### config.mk
export PLATFORM = sky130hd
export DESIGN_NAME = regfile_write_arbiter
export DESIGN_NICKNAME = d
export VERILOG_FILES = /design/src/rtl/regfile_write_arbiter.sv
export SDC_FILE = /design/constraint.sdc
export NUM_CORES = 1
export LEC_CHECK = 0
export CAP_MARGIN = 20
export CELL_PAD_IN_SITES_DETAIL_PLACEMENT = 2
export CELL_PAD_IN_SITES_GLOBAL_PLACEMENT = 2
export CORE_ASPECT_RATIO = 1.5
export CORE_MARGIN = 1.5
export CORE_UTILIZATION = 34
export DETAILED_ROUTE_END_ITERATION = 8
export PLACE_DENSITY = 0.93
export SLEW_MARGIN = 20
export SYNTH_ARGS = -nofsm -noshare
export SYNTH_HDL_FRONTEND = slang
export SYNTH_SLANG_ARGS = --single-unit
### constraint.sdc
create_clock -name clock -period 11.2 [get_ports clock]
set_clock_uncertainty 0.15 [all_clocks]
set_input_delay 2.8 -clock clock [delete_from_list [all_inputs] [get_ports clock]]
set_output_delay 2.8 -clock clock [all_outputs]
set_load 0.05 [all_outputs]
### src/rtl/regfile_write_arbiter.sv
// ---------------------------------------------------------------------------
// regfile_write_arbiter
//
// Single write port arbiter for a register file shared by an execute-stage
// writeback path (ALU result / JAL link) and an in-order load/IO return path.
// A 4-entry load-tag FIFO records the destination of every issued load. Its
// live entries form the "pending" scoreboard that stalls decode and blocks
// ALU writes that would overtake an older load to the same register. A one
// entry skid buffer holds an ALU writeback that loses the port to a load
// return.
//
// Ports
//   clock      in   rising-edge clock
//   reset      in   asynchronous active-low reset (0 = reset)
//   alu_valid  in   ALU writeback request
//   alu_addr   in   [4:0]  ALU destination register
//   alu_data   in   [31:0] ALU write data
//   alu_ready  out  ALU request accepted when high together with alu_valid
//   ld_issue   in   load issued, ld_addr enqueued as its tag
//   ld_addr    in   [4:0]  load destination register
//   ld_full    out  load-tag FIFO holds 4 entries
//   ld_valid   in   load data return (in issue order, no backpressure)
//   ld_data    in   [31:0] returned load data
//   rs_addr    in   [4:0]  decode source 1
//   rt_addr    in   [4:0]  decode source 2
//   hazard     out  decode must stall
//   pending    out  [31:0] bit i set while a load to register i is in flight
//   wr_en      out  registered register-file write enable
//   wr_addr    out  [4:0]  registered register-file write address
//   wr_data    out  [31:0] registered register-file write data
//   err        out  sticky protocol-error flag (overflow / underflow)
// ---------------------------------------------------------------------------
module regfile_write_arbiter (
    input  logic        clock,
    input  logic        reset,
    input  logic        alu_valid,
    input  logic [4:0]  alu_addr,
    input  logic [31:0] alu_data,
    output logic        alu_ready,
    input  logic        ld_issue,
    input  logic [4:0]  ld_addr,
    output logic        ld_full,
    input  logic        ld_valid,
    input  logic [31:0] ld_data,
    input  logic [4:0]  rs_addr,
    input  logic [4:0]  rt_addr,
    output logic        hazard,
    output logic [31:0] pending,
    output logic        wr_en,
    output logic [4:0]  wr_addr,
    output logic [31:0] wr_data,
    output logic        err
);

    // Load-tag FIFO storage: circular buffer with head pointer and count.
    logic [4:0]  tag_addr_r [0:3];
    logic [1:0]  head_r;
    logic [2:0]  count_r;
    logic [2:0]  count_next_s;
    logic [1:0]  tail_s;
    logic [3:0]  tag_live_s;

    // Skid buffer for an ALU writeback displaced by a load return.
    logic        skid_valid_r;
    logic [4:0]  skid_addr_r;
    logic [31:0] skid_data_r;

    // FIFO / arbitration control.
    logic        ld_deq_s;
    logic        ld_enq_s;
    logic        err_set_s;
    logic        alu_acc_s;
    logic        win_valid_s;
    logic [4:0]  win_addr_s;
    logic [31:0] win_data_s;
    logic        skid_load_s;
    logic        skid_clear_s;
    logic [31:0] pending_s;
    logic        hazard_s;

    // A slot is live when its distance from the head is below the count.
    function automatic logic slot_live(input logic [1:0] slot,
                                       input logic [1:0] head,
                                       input logic [2:0] count);
        logic [1:0] rel;
        rel = slot - head;
        return ({1'b0, rel} < count);
    endfunction

    // A source register is hazardous if a load, the skid entry or the write
    // that is just landing in the register file targets it.
    function automatic logic src_hazard(input logic [4:0]  src,
                                        input logic [31:0] pend,
                                        input logic        skid_v,
                                        input logic [4:0]  skid_a,
                                        input logic        we,
                                        input logic [4:0]  wa);
        logic hit;
        if (src == 5'd0) begin
            hit = 1'b0;
        end else begin
            hit = pend[src] | (skid_v & (skid_a == src)) | (we & (wa == src));
        end
        return hit;
    endfunction

    assign tail_s    = head_r + count_r[1:0];
    assign ld_deq_s  = ld_valid & (count_r != 3'd0);
    // A full FIFO still accepts an issue when the head leaves in the same cycle.
    assign ld_enq_s  = ld_issue & ((count_r != 3'd4) | ld_deq_s);
    assign err_set_s = (ld_issue & ~ld_enq_s) | (ld_valid & (count_r == 3'd0));

    // Next FIFO occupancy from the enqueue/dequeue pair.
    always_comb begin
        count_next_s = count_r;
        case ({ld_enq_s, ld_deq_s})
            2'b10:   count_next_s = count_r + 3'd1;
            2'b01:   count_next_s = count_r - 3'd1;
            default: count_next_s = count_r;
        endcase
    end

    // Scoreboard: OR of live tag addresses; register 0 never pending.
    always_comb begin
        pending_s  = 32'd0;
        tag_live_s = 4'd0;
        for (int i = 0; i < 4; i++) begin
            tag_live_s[i] = slot_live(2'(i), head_r, count_r);
            if (tag_live_s[i]) begin
                pending_s[tag_addr_r[i]] = 1'b1;
            end else begin
                pending_s = pending_s;
            end
        end
        pending_s[0] = 1'b0;
    end

    assign pending   = pending_s;
    assign ld_full   = (count_r == 3'd4);
    assign alu_ready = ~skid_valid_r & ~pending_s[alu_addr];
    assign alu_acc_s = alu_valid & alu_ready;

    // Decode stall detection on both source operands.
    always_comb begin
        hazard_s = src_hazard(rs_addr, pending_s, skid_valid_r, skid_addr_r, wr_en, wr_addr)
                 | src_hazard(rt_addr, pending_s, skid_valid_r, skid_addr_r, wr_en, wr_addr);
    end

    assign hazard = hazard_s;

    // Write-port arbitration: load return > skid entry > new ALU request.
    always_comb begin
        win_valid_s  = 1'b0;
        win_addr_s   = 5'd0;
        win_data_s   = 32'd0;
        skid_load_s  = 1'b0;
        skid_clear_s = 1'b0;
        if (ld_deq_s) begin
            // Load data goes to the address captured at issue time.
            win_valid_s = 1'b1;
            win_addr_s  = tag_addr_r[head_r];
            win_data_s  = ld_data;
            skid_load_s = alu_acc_s;
        end else if (skid_valid_r) begin
            win_valid_s  = 1'b1;
            win_addr_s   = skid_addr_r;
            win_data_s   = skid_data_r;
            skid_clear_s = 1'b1;
        end else if (alu_acc_s) begin
            win_valid_s = 1'b1;
            win_addr_s  = alu_addr;
            win_data_s  = alu_data;
        end else begin
            win_valid_s = 1'b0;
        end
    end

    // Load-tag FIFO state.
    always_ff @(posedge clock or negedge reset) begin
        if (!reset) begin
            head_r  <= 2'd0;
            count_r <= 3'd0;
            for (int i = 0; i < 4; i++) begin
                tag_addr_r[i] <= 5'd0;
            end
        end else begin
            count_r <= count_next_s;
            if (ld_deq_s) begin
                head_r <= head_r + 2'd1;
            end
            if (ld_enq_s) begin
                tag_addr_r[tail_s] <= ld_addr;
            end
        end
    end

    // Skid buffer state.
    always_ff @(posedge clock or negedge reset) begin
        if (!reset) begin
            skid_valid_r <= 1'b0;
            skid_addr_r  <= 5'd0;
            skid_data_r  <= 32'd0;
        end else if (skid_load_s) begin
            skid_valid_r <= 1'b1;
            skid_addr_r  <= alu_addr;
            skid_data_r  <= alu_data;
        end else if (skid_clear_s) begin
            skid_valid_r <= 1'b0;
        end
    end

    // Registered write port; a register-0 winner uses the slot silently.
    always_ff @(posedge clock or negedge reset) begin
        if (!reset) begin
            wr_en   <= 1'b0;
            wr_addr <= 5'd0;
            wr_data <= 32'd0;
        end else begin
            wr_en <= win_valid_s & (win_addr_s != 5'd0);
            if (win_valid_s) begin
                wr_addr <= win_addr_s;
                wr_data <= win_data_s;
            end
        end
    end

    // Sticky protocol-error flag.
    always_ff @(posedge clock or negedge reset) begin
        if (!reset) begin
            err <= 1'b0;
        end else if (err_set_s) begin
            err <= 1'b1;
        end
    end

endmodule

* Word level (Yosys, flattened, before mapping)
Index checks and enable logic that the tools add are counted.
Word-level totals: memories 0, register bits after elaboration 102, input bits 89, memory bits (writable) 0, bits in read-only memories 0, bits in latches 0
Cells by class: shifts and indexed selects 0, reductions and logical operators 12, equal/unequal tests 8, $lt $le $gt $ge 18, div/mod/pow operators 0, multiply operators 0, mux-type cells 41, bitwise logic cells 26, add/subtract/negate cells 8
Operators by type and width (number):
- $mux W32 | 7
- $or A32 B32 Y32 | 3
- $lt A5 B6 Y1 const B | 7
- $mux W5 | 6
- $bwmux W20 | 1
- $demux W1 S5 | 4
- $eq A5 B5 Y1 | 4
- $ge A5 B1 Y1 const B | 4
- $mux W1 | 17
- $bmux W1 S5 | 3
- $lt A2 B3 Y1 | 4
- $and A1 B1 Y1 | 11
- $bmux W5 S2 | 1
- $demux W5 S2 | 1
- $logic_not A5 Y1 | 2
- $or A1 B1 Y1 | 7
- $ge A3 B3 Y1 const B | 2
- $not A2 Y3 | 2
- $pmux W3 S2 | 1
- $logic_and A1 B1 Y1 | 5
- $reduce_bool A5 Y1 | 1
- $reduce_bool A2 Y1 | 2
- $sub A1 B2 Y2 const A | 2
- $sub A2 B2 Y2 const A | 2
- 12 further kinds | 14

* Longest topological paths before layout
Gate-level depths: netlist of the first run.
depth in word-level cells 21, depth in mapped cells 15, depth with buffers taken out 12

* Least setup slack after synthesis of the first run
Ideal clock, no wire load.
path type input -> output, start point in rt_addr[0], end point out hazard, data required time 8.250 ns, slack 3.260 ns, cell stages on the path 8, arrival time 4.990 ns, path buffers 1, cells stage by stage buf_1 xor2_1 nor4_1 a31oi_1 and2_1 a21oi_1 o221ai_1 o211ai_1
Between the ends: word-level cells in the longest chain between the ends 6
Ends and longest elaborated chain:
- start, declared | RTL line 46 | input logic [4:0] rt_addr,
- $bmux W1 S5 or $eq A5 B5 Y1 (tied branches) | RTL line 102 | hit = pend[src] | (skid_v & (skid_a == src)) | (we & (wa == src));
- $mux W1 (implied by the code) or $and A1 B1 Y1 (tied branches) | RTL line 102
- $or A1 B1 Y1 (2 in a row) | RTL line 102
- $mux W1 (*) | RTL line 99 | if (src == 5'd0) begin
- $or A1 B1 Y1 (*) | RTL line 146 | | src_hazard(rt_addr, pending_s, skid_valid_r, skid_addr_r, wr_en, wr_addr);
- end, declared | RTL line 47 | output logic hazard,
Mark *: on every way between the ends. The rest lies on a longest branch, timed or not. The select of a mux whose other input is x is not followed.

* Worst setup path after layout of the first run
start point in alu_addr[0], end point out alu_ready
Between the ends: word-level cells in the longest chain between the ends 4
Ends and longest elaborated chain:
- start, declared | RTL line 37 | input logic [4:0] alu_addr,
- $bmux W1 S5 | RTL line 140 | assign alu_ready = ~skid_valid_r & ~pending_s[alu_addr];
- $mux W1 (implied by the code) | RTL line 140
- $not A1 Y1 | RTL line 140
- $and A1 B1 Y1 | RTL line 140
- end, declared | RTL line 39 | output logic alu_ready,
No other way between the ends. The select of a mux whose other input is x is not followed.

==> impl_metrics.csv, run 1 <==
group,metric,value,unit
timing,setup_viol,0,
finish,n_antenna_cell,0,
route,wire_per_inst,28.70,µm
timing,period_needed,9238,ps
cts,clkTransAtPathRegs,70,ps
place,dp_slack,2001,ps
timing,rsz0062_at_grt,"false",
route,dr_total_vias,7484,
global_route,grt_max_degree,75,
power_and_ir_drop,power,3.368,mW
synth,synth-edff-count,0,
synth,synthCells,800,
global_route,antenna_found_initial,1,
global_route,grt_pass1_vias,8458,
synth,synth_xor_area_share,3.367,%
place,dpl-instance-area,0.009283,mm²
synth,synth.top_cells.by_count,"nor2_1 (103), dfrtp_1 (102), a21oi_1 (45)",
global_route,grt_usage,29.82,%
cts,postCtsHoldBufs,0,
route,wl_met2,17.99,mm
power_and_ir_drop,ir_drop,0.0001307,V
power_and_ir_drop,p_leak,3.873,nW
route,drc,0,
critical_path,cp-start-kind,"input port",
synth,ys_ff_latch,102,
flow_run,maxCapViolations,0,
place,dp_hpwl,25.41,mm
floorplanning,rows,66,
timing,worst_slew_pin_slew,967.9,ps
synth,synth_cell_types,82,
timing,relSlewSlack,35.47,%
critical_path,required,8250,ps
synth,synth_ff_type,"dfrtp_1",
finish,stdcell_count,1195,
synth,syn_area_per_cell,9.431,µm²
route,wl_met1,12.19,mm
timing,fin_setup_tns,0,ps
cts,cts-buffers-inserted,9,
route,antenna_left,0,
synth,synth_seq_area_share,33.83,%
route,drt_pass1_iterations,5,
floorplanning,initial_core_util,34.74,%
floorplanning,die_h,185.4,µm
critical_path,crit_type,"input port to output port",
synth,synth_compound_area_share,18.06,%
synth,synth_top_area_share,33.83,%
route,initialDrtViolationCount,415,
critical_path,worstPathMaxFanout,20,
critical_path,arrival,6290,ps
route,viasPerCell,6.263,
global_route,gr-total-overflow,0,
timing,min_period_over_period,82.49,%
finish,final_area,0.009570,mm²
route,wl_met3,1.792,mm
cts,insertion_delay,360,ps
cts,clock-root-buffer,"clkbuf_16",
cts,cts_tree,"yes",
synth,yosysWarnings,0,
synth,yosysMostFrequentCell,"nor2_1",
cts,postCtsSetupBuffers,0,
finish,fin_util,44.07,%
synth,yosys.area_share.simple,21.61,%
power_and_ir_drop,p_per_area,351.9,mW/mm²
synth,netlist_area,0.007545,mm²
floorplanning,die-area,0.02311,mm²
critical_path,crit_path_end_kind,"output port",
cts,cts_max_path_buffers,2,
global_route,grt_pass1_wl,52.76,mm
place,place_inst,1178,
timing,setup_ws,1962,ps
timing,final_max_slew_viol_count,0,
floorplanning,chipWidth,124.6,µm
synth,synth_top_family_by_area,"simple AND/OR/NAND/NOR gates",
cts,ctsHtreeMaxLevel,3,
synth,synth_nets,897,
synth,muxShareOfSynthArea,16.77,%
status,status,"finished, final reports clean",
finish,drive_above_1_share,13.65,%
min_path,hp-class,"flip-flop to flip-flop",
synth,synth.area.top_cells,"dfrtp_1 (34%), mux2_4 (6.0%), mux4_2 (5.7%), nor2_1 (5.1%), a221o_1 (4.6%)",
place,globalplace.congestion,0.9547,
floorplanning,ioPinCount,163,
timing,hold_viol,0,
synth,async_flop_share,100.0,%
cts,cts_sinks,102,
synth,netlist.top_cell.by_area,"dfrtp_1",
synth,synth_fa_ha_area_share,1.426,%
place,port_buffers,161,
floorplanning,design.core.area,0.02172,mm²
finish,syn_to_final_growth,26.85,%
route,top_layer_used,"met5",
cts,cts_resized,0,
route,routed_wl,34.29,mm
finish,layout.nets,1015,
timing,max_freq,108.2,MHz
timing,hold-worst-slack,369.8,ps
layout by cell type, fill, tap and decap left out, drive strengths merged, types with 13 or more instances in the layout:
cell type      Yosys  routed
clkdlybuf4s50      0     160
nor2             103     103
dfrtp            102     102
mux2              59      59
a21oi             46      46
nand2             43      43
a221o             35      35
nand3             30      30
inv               23      26
nor3              25      25
nor2b             20      20
mux4              19      19
xor2              19      19
nand2b            18      18
o22ai             17      17
a22oi             13      13
layout make-up:
type / count / area, µm²
repair buffers: 167 / 1652
fillers: 2293 / 12150
clock inverters: 7 / 57.56
clock buffers: 9 / 225.2
flip-flops and latches: 102 / 2552
well taps: 272 / 340.3
inverters: 23 / 86.33
multi-input cells: 615 / 4657
cells by family after synthesis:
logic type / count (synthesis)
mux: 84
xor+xnor: 29
other cells: 1
fa+ha+maj: 8
compound gates: 179
buf+inv: 83
flops: 102
simple gates: 314
flip-flops by register name (all words and copies together) (netlist names):
signal and flops:
wr_data 32, tag_addr_r 20, skid_addr_r 5, wr_addr 5
wr_en 1, err 1, count_r 3, skid_data_r 32
skid_valid_r 1, head_r 2
power by group:
group,total (mW),internal (mW),leakage (nW),switching [mW]
clock network,0.308,0.154,0.134,0.153
logic,2.22,0.808,2.54,1.41
registers,0.844,0.549,1.20,0.294
total,3.37,1.51,3.87,1.86
path summary, 6_finish.rpt:
path	to	cells past startpoint	slack, ps	start
min in group asynchronous	wr_data[27]	1	2220	reset
hold / removal	skid_data_r[0]	1	370	skid_data_r[0]
hold reg to reg	skid_data_r[0]	1	370	skid_data_r[0]
setup / recovery	alu_ready	9	1960	alu_addr[0]
setup reg to reg	skid_data_r[7]	11	6030	head_r[1]
max in group asynchronous	tag_addr_r[6]	2	7370	reset
routing by layer:
layer / vias to the layer above / GRT usage [%]
met4: 2 / 18.39
met3: 121 / 5.459
met5: - / 0
li1: 3226 / -
met1: 3827 / 31.06
met2: 308 / 55.32
critical path, stage by stage:
cell	delay, ps
clkdlybuf4s50_1	990
inv_1	300
nor2_1	160
o21ai_0	100
and4b_1	230
a2111oi_2	480
o2111a_1	380
nor2_1	90
clkdlybuf4s50_1	750
Note: power is estimated with default switching activity, not from simulation.
==> inputs of run 2 (changes only) <==
--- a/config.mk
+++ b/config.mk
@@ -10,9 +10,9 @@
 export CELL_PAD_IN_SITES_GLOBAL_PLACEMENT = 2
 export CORE_ASPECT_RATIO = 1.5
 export CORE_MARGIN = 1.5
-export CORE_UTILIZATION = 34
+export CORE_UTILIZATION = 29
 export DETAILED_ROUTE_END_ITERATION = 8
-export PLACE_DENSITY = 0.93
+export PLACE_DENSITY = 0.85
 export SLEW_MARGIN = 20
 export SYNTH_ARGS = -nofsm -noshare
 export SYNTH_HDL_FRONTEND = slang
==> constraint.sdc (replaced) <==
create_clock -name clock -period 7.92 [get_ports clock]
set_clock_uncertainty 0.15 [all_clocks]
set_input_delay 1.98 -clock clock [delete_from_list [all_inputs] [get_ports clock]]
set_output_delay 1.98 -clock clock [all_outputs]
set_load 0.05 [all_outputs]
==> run 2 against run 1 <==
Against the previous run: routed wire length is 8.9% lower; sequential power is 35% higher; first-iteration DRC count is 0.24% lower; total power is 39% higher; count of clock-buffer cells in the layout stayed put; critical path depth is 1 higher; non-clock buffer count is 9 higher; sequential share of layout area is 0.47 points lower; via count is 2.6% lower; combinational power is 39% higher; die area is 17% higher; clock power is 48% higher; critical path type unchanged; highest routed layer is now met4.
==> impl_metrics.csv, run 2 (synthesized netlist as in run 1, its figures left out) <==
group,metric,value,unit
status,status,"finished, final reports clean",
global_route,gr-total-overflow,0,
finish,layout.nets,1024,
critical_path,cp-start-kind,"input port",
power_and_ir_drop,clkPwrFrac,9.7,%
global_route,grt_pass1_vias,8187,
global_route,grt_max_degree,76,
finish,final_area,0.009742,mm²
timing,min_period_over_period,91.23,%
min_path,hp-class,"flip-flop to flip-flop",
finish,syn_to_final_growth,29.12,%
finish,top_regs,"skid_data_r x32, wr_data x32, tag_addr_r x20",
flow_run,maxCapViolations,0,
critical_path,crit_family,"buffers and inverters",
timing,relSlewSlack,20.22,%
critical_path,cp_cell_sequence,"clkdlybuf4s50_1, nor2b_1, nor2b_1, inv_1, a311oi_1, a311oi_1, o211ai_1, o2111a_1, nor2_1, clkdlybuf4s50_1",
power_and_ir_drop,p_per_area,481.4,mW/mm²
global_route,grt_pass1_wl,48.56,mm
critical_path,cp_num_buf_inv,3,
timing,setup_viol,0,
timing,final_max_slew_viol_count,0,
cts,cts-buffers-inserted,9,
route,antenna_left,0,
global_route,grt_usage,23.49,%
power_and_ir_drop,power.switching,2.513,mW
floorplanning,die-area,0.02701,mm²
critical_path,crit_slowest_cell,"clkdlybuf4s50_1",
timing,hold_viol,0,
critical_path,worstPathMaxFanout,8,
cts,postCtsHoldBufs,0,
timing,worst_slew_pin_slew,1190,ps
power_and_ir_drop,p_leak,3.932,nW
cts,clkTransAtPathRegs,70,ps
finish,layout_common_cells,"clkdlybuf4s50_1 (160), nor2_1 (103), dfrtp_1 (102)",
cts,cts_resized,0,
critical_path,crit_type,"input port to output port",
place,dp_hpwl,23.75,mm
timing,rsz0062_at_grt,"false",
cts,postCtsSetupBuffers,0,
place,globalplace.congestion,0.9595,
critical_path,critPathMaxStageDelay,760,ps
route,drc,0,
timing,period_needed,7226,ps
cts,clock-root-buffer,"clkbuf_16",
finish,drive_above_1_share,14.29,%
power_and_ir_drop,p_int,2.177,mW
route,dr_total_vias,7293,
critical_path,crit_path_end_kind,"output port",
route,viasPerCell,5.761,
route,initialDrtViolationCount,414,
route,routed_wl,31.25,mm
floorplanning,die_h,200.5,µm
critical_path,arrival,5100,ps
place,dpl-instance-area,0.009420,mm²
critical_path,ff2ff_setup_slack,2710,ps
floorplanning,chipWidth,134.7,µm
cts,ctsHtreeMaxLevel,3,
floorplanning,rows,72,
cts,cts_tree,"yes",
route,drt_pass1_iterations,4,
place,port_buffers,161,
critical_path,required,5790,ps
route,wire_per_inst,24.69,µm
cts,insertion_delay,340,ps
floorplanning,design.core.area,0.02567,mm²
power_and_ir_drop,combPwrFrac,65.9,%
power_and_ir_drop,p_seq_share,24.4,%
timing,max_freq,138.4,MHz
floorplanning,ioPinCount,163,
timing,fin_setup_tns,0,ps
cts,cts_sinks,102,
power_and_ir_drop,switching_share,53.59,%
power_and_ir_drop,ir_drop,0.0002171,V
floorplanning,initial_core_util,29.39,%
finish,final_common_cell,"clkdlybuf4s50_1",
global_route,antenna_found_initial,2,
cts,cts_max_path_buffers,2,
finish,n_fill_cell,2826,
==> run 2: cell types whose count changed in the layout (fill, tap and decap cells not counted), sizes merged <==
cell,delta
diode,+2
clkinvlp,-1
buf,+9
bufinv,+1
inv,-1
==> run 2: through the flow <==
step	hold slack [ps]	total power [mW]	instances	worst slack (ps)	util, %
final	335.0	4.690	1266	694.3	37.94
after detailed placement	315.1	4.208	1248	761.6	36.69
after global placement	312.9	4.136	1248	791.1	36.69
after global routing	372.4	4.920	1265	530.6	37.93
after floorplan	329.6	3.118	800	1558	-
after CTS	344.0	4.696	1263	748.5	37.85
==> run 2: power groups by stage <==
stage / Combinational, mW / Clock [mW] / Sequential [mW]
after global placement: 3.01 / 0 / 1.13
after detailed placement: 3.07 / 0 / 1.14
after global routing: 3.25 / 0.488 / 1.18
after floorplan: 1.86 / 0 / 1.26
after CTS: 3.09 / 0.470 / 1.14
final: 3.09 / 0.455 / 1.14
==> run 2: layout make-up <==
type                    count  area [µm²]  share of cell area (%)
flip-flops and latches    102        2552                   26.20
clock buffers               9       225.2                   2.312
well taps                 333       416.7                   4.277
diodes                      2       5.005                 0.05137
multi-input cells         615        4651                   47.74
inverters                  23       86.33                  0.8862
repair buffers            176        1734                   17.80
clock inverters             6       71.32                  0.7321
==> run 2: final timing paths <==
kind | to | startpoint | depth (start not counted)
hold reg to reg | err | err | 1
min in group asynchronous | wr_data[26] | reset | 1
setup reg to reg | skid_data_r[23] | count_r[1] | 11
setup / recovery | alu_ready | alu_addr[3] | 10
hold / removal | err | err | 1
max in group asynchronous | wr_data[4] | reset | 3
==> run 2: metal layers <==
layer | global-route usage (%) | part of all wire (%)
met3 | 3.838 | 4.5
met2 | 41.59 | 51
met5 | 0 | 0
met1 | 25.47 | 38
met4 | 15.51 | 7.2
